==> src/rtl/ad9228_lvds_emulator_tx.sv <==
// AD9228-style serializer: parallel per-channel samples go out MSB first on the data lanes,
// framed by FCO and clocked by DCO, with one bit per clk cycle.
module ad9228_lvds_emulator_tx #(
   parameter int                    NUM_CHANNELS = 4,
   parameter int                    DATA_WIDTH   = 12,
   parameter logic [DATA_WIDTH-1:0] IDLE_WORD    = 12'h800,
   parameter int                    CNT_WIDTH    = 16
) (
   input  logic                                 clk,
   input  logic                                 rstn,
   input  logic                                 enable,
   input  logic                                 test_mode,
   input  logic [NUM_CHANNELS*DATA_WIDTH-1:0]   s_data,
   input  logic                                 s_valid,
   output logic                                 s_ready,
   output logic [NUM_CHANNELS-1:0]              dout,
   output logic                                 fco,
   output logic                                 dco,
   output logic                                 frame_start,
   output logic                                 busy,
   output logic [CNT_WIDTH-1:0]                 underrun_cnt
);

   localparam int                    CW       = $clog2(DATA_WIDTH);
   localparam logic [CW-1:0]         LAST_BIT = CW'(DATA_WIDTH - 1);
   localparam logic [CW-1:0]         PRE_LAST = CW'(DATA_WIDTH - 2);
   localparam logic [CW-1:0]         HALF     = CW'(DATA_WIDTH / 2);
   localparam logic [CW-1:0]         BIT_ONE  = {{(CW-1){1'b0}}, 1'b1};
   localparam logic [DATA_WIDTH-1:0] RAMP_ONE = {{(DATA_WIDTH-1){1'b0}}, 1'b1};
   localparam logic [CNT_WIDTH-1:0]  CNT_ONE  = {{(CNT_WIDTH-1){1'b0}}, 1'b1};

   typedef enum logic [1:0] {
      S_IDLE = 2'd0,
      S_LOAD = 2'd1,
      S_RUN  = 2'd2
   } state_t;

   function automatic logic [CNT_WIDTH-1:0] sat_inc(input logic [CNT_WIDTH-1:0] v);
      if (&v) begin
         sat_inc = v;
      end else begin
         sat_inc = v + CNT_ONE;
      end
   endfunction

   state_t                                       state_q, state_d;
   logic [CW-1:0]                                bit_cnt_q, bit_cnt_d;
   logic [NUM_CHANNELS-1:0][DATA_WIDTH-1:0]      shift_q, shift_d;
   logic [DATA_WIDTH-1:0]                        ramp_q, ramp_d;
   logic [CNT_WIDTH-1:0]                         underrun_q, underrun_d;
   logic [NUM_CHANNELS-1:0]                      dout_q, dout_d;
   logic                                         fco_q, fco_d;
   logic                                         dco_q, dco_d;
   logic                                         fs_q, fs_d;
   logic                                         busy_q, busy_d;
   logic                                         s_ready_q, s_ready_d;
   // go/tm hold the enable and test_mode values captured together with s_ready,
   // so the boundary decision always agrees with the handshake the source saw.
   logic                                         go_q, go_d;
   logic                                         tm_q, tm_d;

   logic                                         last_bit_s;
   logic                                         start_s;
   logic                                         accept_s;
   logic                                         underrun_s;
   logic [NUM_CHANNELS-1:0][DATA_WIDTH-1:0]      frame_word_s;

   // Frame-boundary decode and per-lane selection of the next frame word.
   always_comb begin
      last_bit_s = (state_q == S_RUN) && (bit_cnt_q == LAST_BIT);
      start_s    = (state_q == S_LOAD) || (last_bit_s && go_q);
      accept_s   = s_valid && s_ready_q;
      underrun_s = !tm_q && !accept_s;
      for (int i = 0; i < NUM_CHANNELS; i++) begin
         if (tm_q) begin
            frame_word_s[i] = ramp_q;
         end else if (accept_s) begin
            frame_word_s[i] = s_data[i*DATA_WIDTH +: DATA_WIDTH];
         end else begin
            frame_word_s[i] = IDLE_WORD;
         end
      end
   end

   // Next-state and registered-output computation.
   always_comb begin
      state_d    = state_q;
      bit_cnt_d  = bit_cnt_q;
      shift_d    = shift_q;
      ramp_d     = ramp_q;
      underrun_d = underrun_q;
      dout_d     = dout_q;
      fco_d      = fco_q;
      dco_d      = dco_q;
      fs_d       = 1'b0;
      busy_d     = busy_q;
      s_ready_d  = 1'b0;
      go_d       = go_q;
      tm_d       = tm_q;

      case (state_q)
         S_IDLE: begin
            bit_cnt_d = '0;
            dout_d    = '0;
            fco_d     = 1'b0;
            dco_d     = 1'b0;
            busy_d    = 1'b0;
            if (enable) begin
               state_d   = S_LOAD;
               s_ready_d = !test_mode;
               go_d      = 1'b1;
               tm_d      = test_mode;
            end else begin
               state_d   = S_IDLE;
            end
         end

         S_LOAD, S_RUN: begin
            if (start_s) begin
               // The output flops take the MSB directly so bit 0 follows acceptance by one cycle.
               state_d   = S_RUN;
               bit_cnt_d = '0;
               for (int i = 0; i < NUM_CHANNELS; i++) begin
                  dout_d[i]  = frame_word_s[i][DATA_WIDTH-1];
                  shift_d[i] = {frame_word_s[i][DATA_WIDTH-2:0], 1'b0};
               end
               fco_d  = 1'b1;
               dco_d  = 1'b1;
               fs_d   = 1'b1;
               busy_d = 1'b1;
               if (tm_q) begin
                  ramp_d = ramp_q + RAMP_ONE;
               end else begin
                  ramp_d = ramp_q;
               end
               if (underrun_s) begin
                  underrun_d = sat_inc(underrun_q);
               end else begin
                  underrun_d = underrun_q;
               end
            end else if (last_bit_s) begin
               state_d   = S_IDLE;
               bit_cnt_d = '0;
               dout_d    = '0;
               fco_d     = 1'b0;
               dco_d     = 1'b0;
               busy_d    = 1'b0;
            end else begin
               state_d   = S_RUN;
               bit_cnt_d = bit_cnt_q + BIT_ONE;
               for (int i = 0; i < NUM_CHANNELS; i++) begin
                  dout_d[i]  = shift_q[i][DATA_WIDTH-1];
                  shift_d[i] = {shift_q[i][DATA_WIDTH-2:0], 1'b0};
               end
               fco_d  = (bit_cnt_d < HALF);
               dco_d  = ~bit_cnt_d[0];
               busy_d = 1'b1;
               if (bit_cnt_q == PRE_LAST) begin
                  s_ready_d = enable && !test_mode;
                  go_d      = enable;
                  tm_d      = test_mode;
               end else begin
                  s_ready_d = 1'b0;
               end
            end
         end

         default: begin
            state_d   = S_IDLE;
            bit_cnt_d = '0;
            dout_d    = '0;
            fco_d     = 1'b0;
            dco_d     = 1'b0;
            busy_d    = 1'b0;
         end
      endcase
   end

   // State and output registers.
   always_ff @(posedge clk or negedge rstn) begin
      if (!rstn) begin
         state_q    <= S_IDLE;
         bit_cnt_q  <= '0;
         shift_q    <= '0;
         ramp_q     <= '0;
         underrun_q <= '0;
         dout_q     <= '0;
         fco_q      <= 1'b0;
         dco_q      <= 1'b0;
         fs_q       <= 1'b0;
         busy_q     <= 1'b0;
         s_ready_q  <= 1'b0;
         go_q       <= 1'b0;
         tm_q       <= 1'b0;
      end else begin
         state_q    <= state_d;
         bit_cnt_q  <= bit_cnt_d;
         shift_q    <= shift_d;
         ramp_q     <= ramp_d;
         underrun_q <= underrun_d;
         dout_q     <= dout_d;
         fco_q      <= fco_d;
         dco_q      <= dco_d;
         fs_q       <= fs_d;
         busy_q     <= busy_d;
         s_ready_q  <= s_ready_d;
         go_q       <= go_d;
         tm_q       <= tm_d;
      end
   end

   assign s_ready      = s_ready_q;
   assign dout         = dout_q;
   assign fco          = fco_q;
   assign dco          = dco_q;
   assign frame_start  = fs_q;
   assign busy         = busy_q;
   assign underrun_cnt = underrun_q;

endmodule

==> config.mk <==
export PLATFORM = sky130hd
export DESIGN_NAME = ad9228_lvds_emulator_tx
export DESIGN_NICKNAME = d
export VERILOG_FILES = /design/src/rtl/ad9228_lvds_emulator_tx.sv
export SDC_FILE = /design/constraint.sdc
export NUM_CORES = 1
export LEC_CHECK = 0
export ABC_AREA = 0
export BUFFER_PORTS_ARGS = -buffer_cell sky130_fd_sc_hd__buf_2
export CAP_MARGIN = 5
export CORE_ASPECT_RATIO = 0.5
export CORE_MARGIN = 2
export CORE_UTILIZATION = 50
export DETAILED_ROUTE_END_ITERATION = 6
export PLACE_DENSITY_LB_ADDON = 0.15
export SLEW_MARGIN = 20
export SYNTH_ARGS = -nofsm -noshare
export SYNTH_HDL_FRONTEND = slang
export SYNTH_SLANG_ARGS = --single-unit
==> constraint.sdc <==
create_clock -name clk -period 1.9 [get_ports clk]
set_input_delay 0.285 -clock clk [delete_from_list [all_inputs] [get_ports clk]]
set_output_delay 0.285 -clock clk [all_outputs]
set_load 0.02 [all_outputs]
==> summary.md <==
| Metric | Value |
|---|---|
| Status | complete, no violations |
| Main synth FF type | dfrtp_1 |
| Register bit total from synthesis | 89 |
| Dpl hpwl | 7380 um |
| Syn Area/Cell | 8.97 um^2 |
| Drt drc | 0 |
| Clock root buffer master | clkbuf_16 |
| Die Wd | 136 um |
| Fmax | 0.531 GHz |
| Leakage | 2.73 nW |
| FP Rows | 24 |
| Layout cells sized above 1 | 0.298 |
| Req. time, crit path | 2.13 ns |
| Worst hold path cell count | 2 |
| Vias | 3926 |
| Clock transition at path regs | 0.06 ns |
| Vias/cell | 5.49 |
| Maxcap violations | 0 |
| Synthesized instance count | 487 |
| CP Class | flip-flop to flip-flop |
| Starting Density | 0.508 |
| CP Capture Type | flip-flop |
| Fillers | 690 |
| Largest net degree at the start of global routing | 85 |
| Commonest non-fill, non-tap cell in the layout | dfrtp_1 |
| Flop-to-flop setup slack | 0.02 ns |
| HP Class | input port to flip-flop |
| Slew @ Worst Pin | 0.416 ns |
| Post-synth cell types | 36 |
| Core Area | 8590 um^2 |
| Setup_tns | 0 ns |
| CTS tree | done |
| Worst Setup SP | state_q[0] |
| Post-synthesis sequential area ratio | 0.510 |
| Yosys warning total | 0 |
| Worst vdd ir | 0.831 mV |
| Crit path DAT | 2.11 ns |
| Gr usage total | 0.236 |
| Input/output buffers | 77 |
| Routability-driven placement congestion ratio | 0.830 |
| Crit-path max FO | 6 |
| Final hold viol count | 0 |
| Reg2reg end | ramp_q[11] |
| Final WL | 11800 um |
| Clk sink count | 89 |
| Die H | 70.1 um |
| Avg WL per Cell | 16.5 um |
| R2r worst-path depth | 8 |
| Routed Antenna Nets | 0 |
| Hold_sp | test_mode |
| Fin crit period | 1.88 ns |
| Clock buffer depth | 2 |
| Final setup fails | 0 |
| Final #Nets | 654 |
| Number of global-route vias before repair | 3450 |
| Post-synth EDFFs | 0 |
| Drt first-iter violations | 210 |
| Ant diodes | 0 |
| First-pass GRT wire length | 17100 um |
| Syn Nets | 548 |
| H-tree depth | 3 |
| Drt pass-1 iters | 4 |
| Worst-Skew Late Latency | 0.34 ns |
| RSZ-0062 raised after global routing | true |
| Max-slew violations | 0 |
| I/O Pins | 78 |
| Hold EP | s_ready |
| GR Overflow Total | 0 |
| Slew margin rel. | 0.720 |
| Layout area overhead | 34.5% |
| Fin crit share | 0.990 |
| Power, Total | 8.30 mW |
| Ys async rst share | 1.00 |
| Power per cell area | 1410 nW/um^2 |
| Cell Area, Synth | 4370 um^2 |
| Die area | 9540 um^2 |
| Hold WS | 0.160 ns |
| Initial antenna violation count | 0 |
| Startpoint types | flip-flop |
| Number of buffers created by CTS | 9 |
| Final setup skew | 0.00365 ns |
| Most frequent cells in the layout | 89 x dfrtp_1, 81 x a21oi_1, 76 x buf_2, 65 x nand2_1, 50 x nor2_1 |
| R2R Path Start | state_q[0] |
where the power goes:
| part | leakage (nW) | total (mW) | internal [mW] | switching (mW) |
|---|---|---|---|---|
| Combinational | 1.33 | 3.25 | 1.40 | 1.85 |
| Clock | 0.186 | 2.22 | 1.49 | 0.733 |
| Sequential | 1.21 | 2.83 | 2.46 | 0.373 |
layout make-up:
type / count / area [um^2] / area share
inverters: 9 / 38.8 / 0.00661
repair buffers: 121 / 932 / 0.159
multi-input cells: 363 / 2150 / 0.366
flip-flops and latches: 89 / 2230 / 0.379
clock buffers: 11 / 253 / 0.0430
well taps: 117 / 146 / 0.0249
clock inverters: 5 / 125 / 0.0213
timing repair:
item                       4_1_cts  5_1_grt
setup endpoints to repair       24       53
gates cloned                     0        9
setup buffers                    3        2
hold endpoints to repair        23        0
pin swaps                        2        6
resized for setup                4       63
hold buffers                     1        0
per-stage QoR:
step | util | cells | setup slack (ns) | instance area (um^2)
3_5_place_dp | 0.595 | 684 | -0.0764 | 5110
4_1_cts | 0.645 | 704 | 0.00208 | 5540
5_1_grt | 0.684 | 715 | -0.0738 | 5870
3_3_place_gp | 0.595 | 684 | -0.0214 | 5110
6_report | 0.684 | 715 | 0.0183 | 5870
2_1_floorplan | - | 487 | -0.0868 | 4390
state kept, by name, summed over array words and instances (netlist names):
register and flops:
dout 4, state_q 2, busy 1, underrun_cnt 16, tm_q 1, go_q 1
fco 1, bit_cnt_q 4, s_ready 1, ramp_q 12, frame_start 1, dco 1
shift_q 44
synth_stat cells (2+ instances only):
library cell,number,area share
xnor2_1,16,0.032
nand2b_1,3,0.0043
and3b_1,2,0.0040
and2_1,15,0.021
and3_1,4,0.0057
dfrtp_1,89,0.51
nand2_1,66,0.057
nand4_1,9,0.013
nor3_1,4,0.0046
inv_1,8,0.0069
nor2_1,58,0.050
clkbuf_1,21,0.018
o21ai_1,3,0.0034
mux2_2,5,0.013
xor2_1,9,0.018
nand3_1,9,0.010
ha_1,8,0.023
a21oi_1,88,0.10
buf_2,4,0.0046
o21ai_0,50,0.057
routing by layer:
metal | vias to the layer above | track usage | routed length (um)
met5 | - | 0 | 0
li1 | 1872 | - | -
met3 | 11 | 0.0639 | 848
met2 | 138 | 0.360 | 5570
met1 | 1905 | 0.338 | 5330
met4 | 0 | 0.0556 | 89
cell families (layout without fill, tap and decap cells):
logic type,count (synthesis),count (layout),share of synthesized area
flops,89,89,0.510
mux,5,5,0.0129
compound gates,146,146,0.176
fa+ha+maj,8,8,0.0229
simple gates,178,178,0.191
buf+inv,35,146,0.0332
xor+xnor,26,26,0.0539
worst max-delay path by stage:
stage                      end  cells after the start  slack [ns]
6_report            ramp_q[11]                      8        0.02
5_1_grt        underrun_cnt[9]                      9       -0.07
2_1_floorplan       ramp_q[11]                      9       -0.09
3_5_place_dp        ramp_q[11]                      8       -0.08
3_3_place_gp        ramp_q[11]                      8       -0.02
4_1_cts                   tm_q                      8       0.002
critical path: stages (launching register included):
cell	delay (ns)
dfrtp_1	0.38
inv_2	0.11
ha_4	0.16
nand4b_4	0.11
o21a_4	0.26
clkinv_4	0.07
nand4_4	0.09
or4_4	0.45
xnor2_2	0.14
Power figures use the tool's default switching activity.
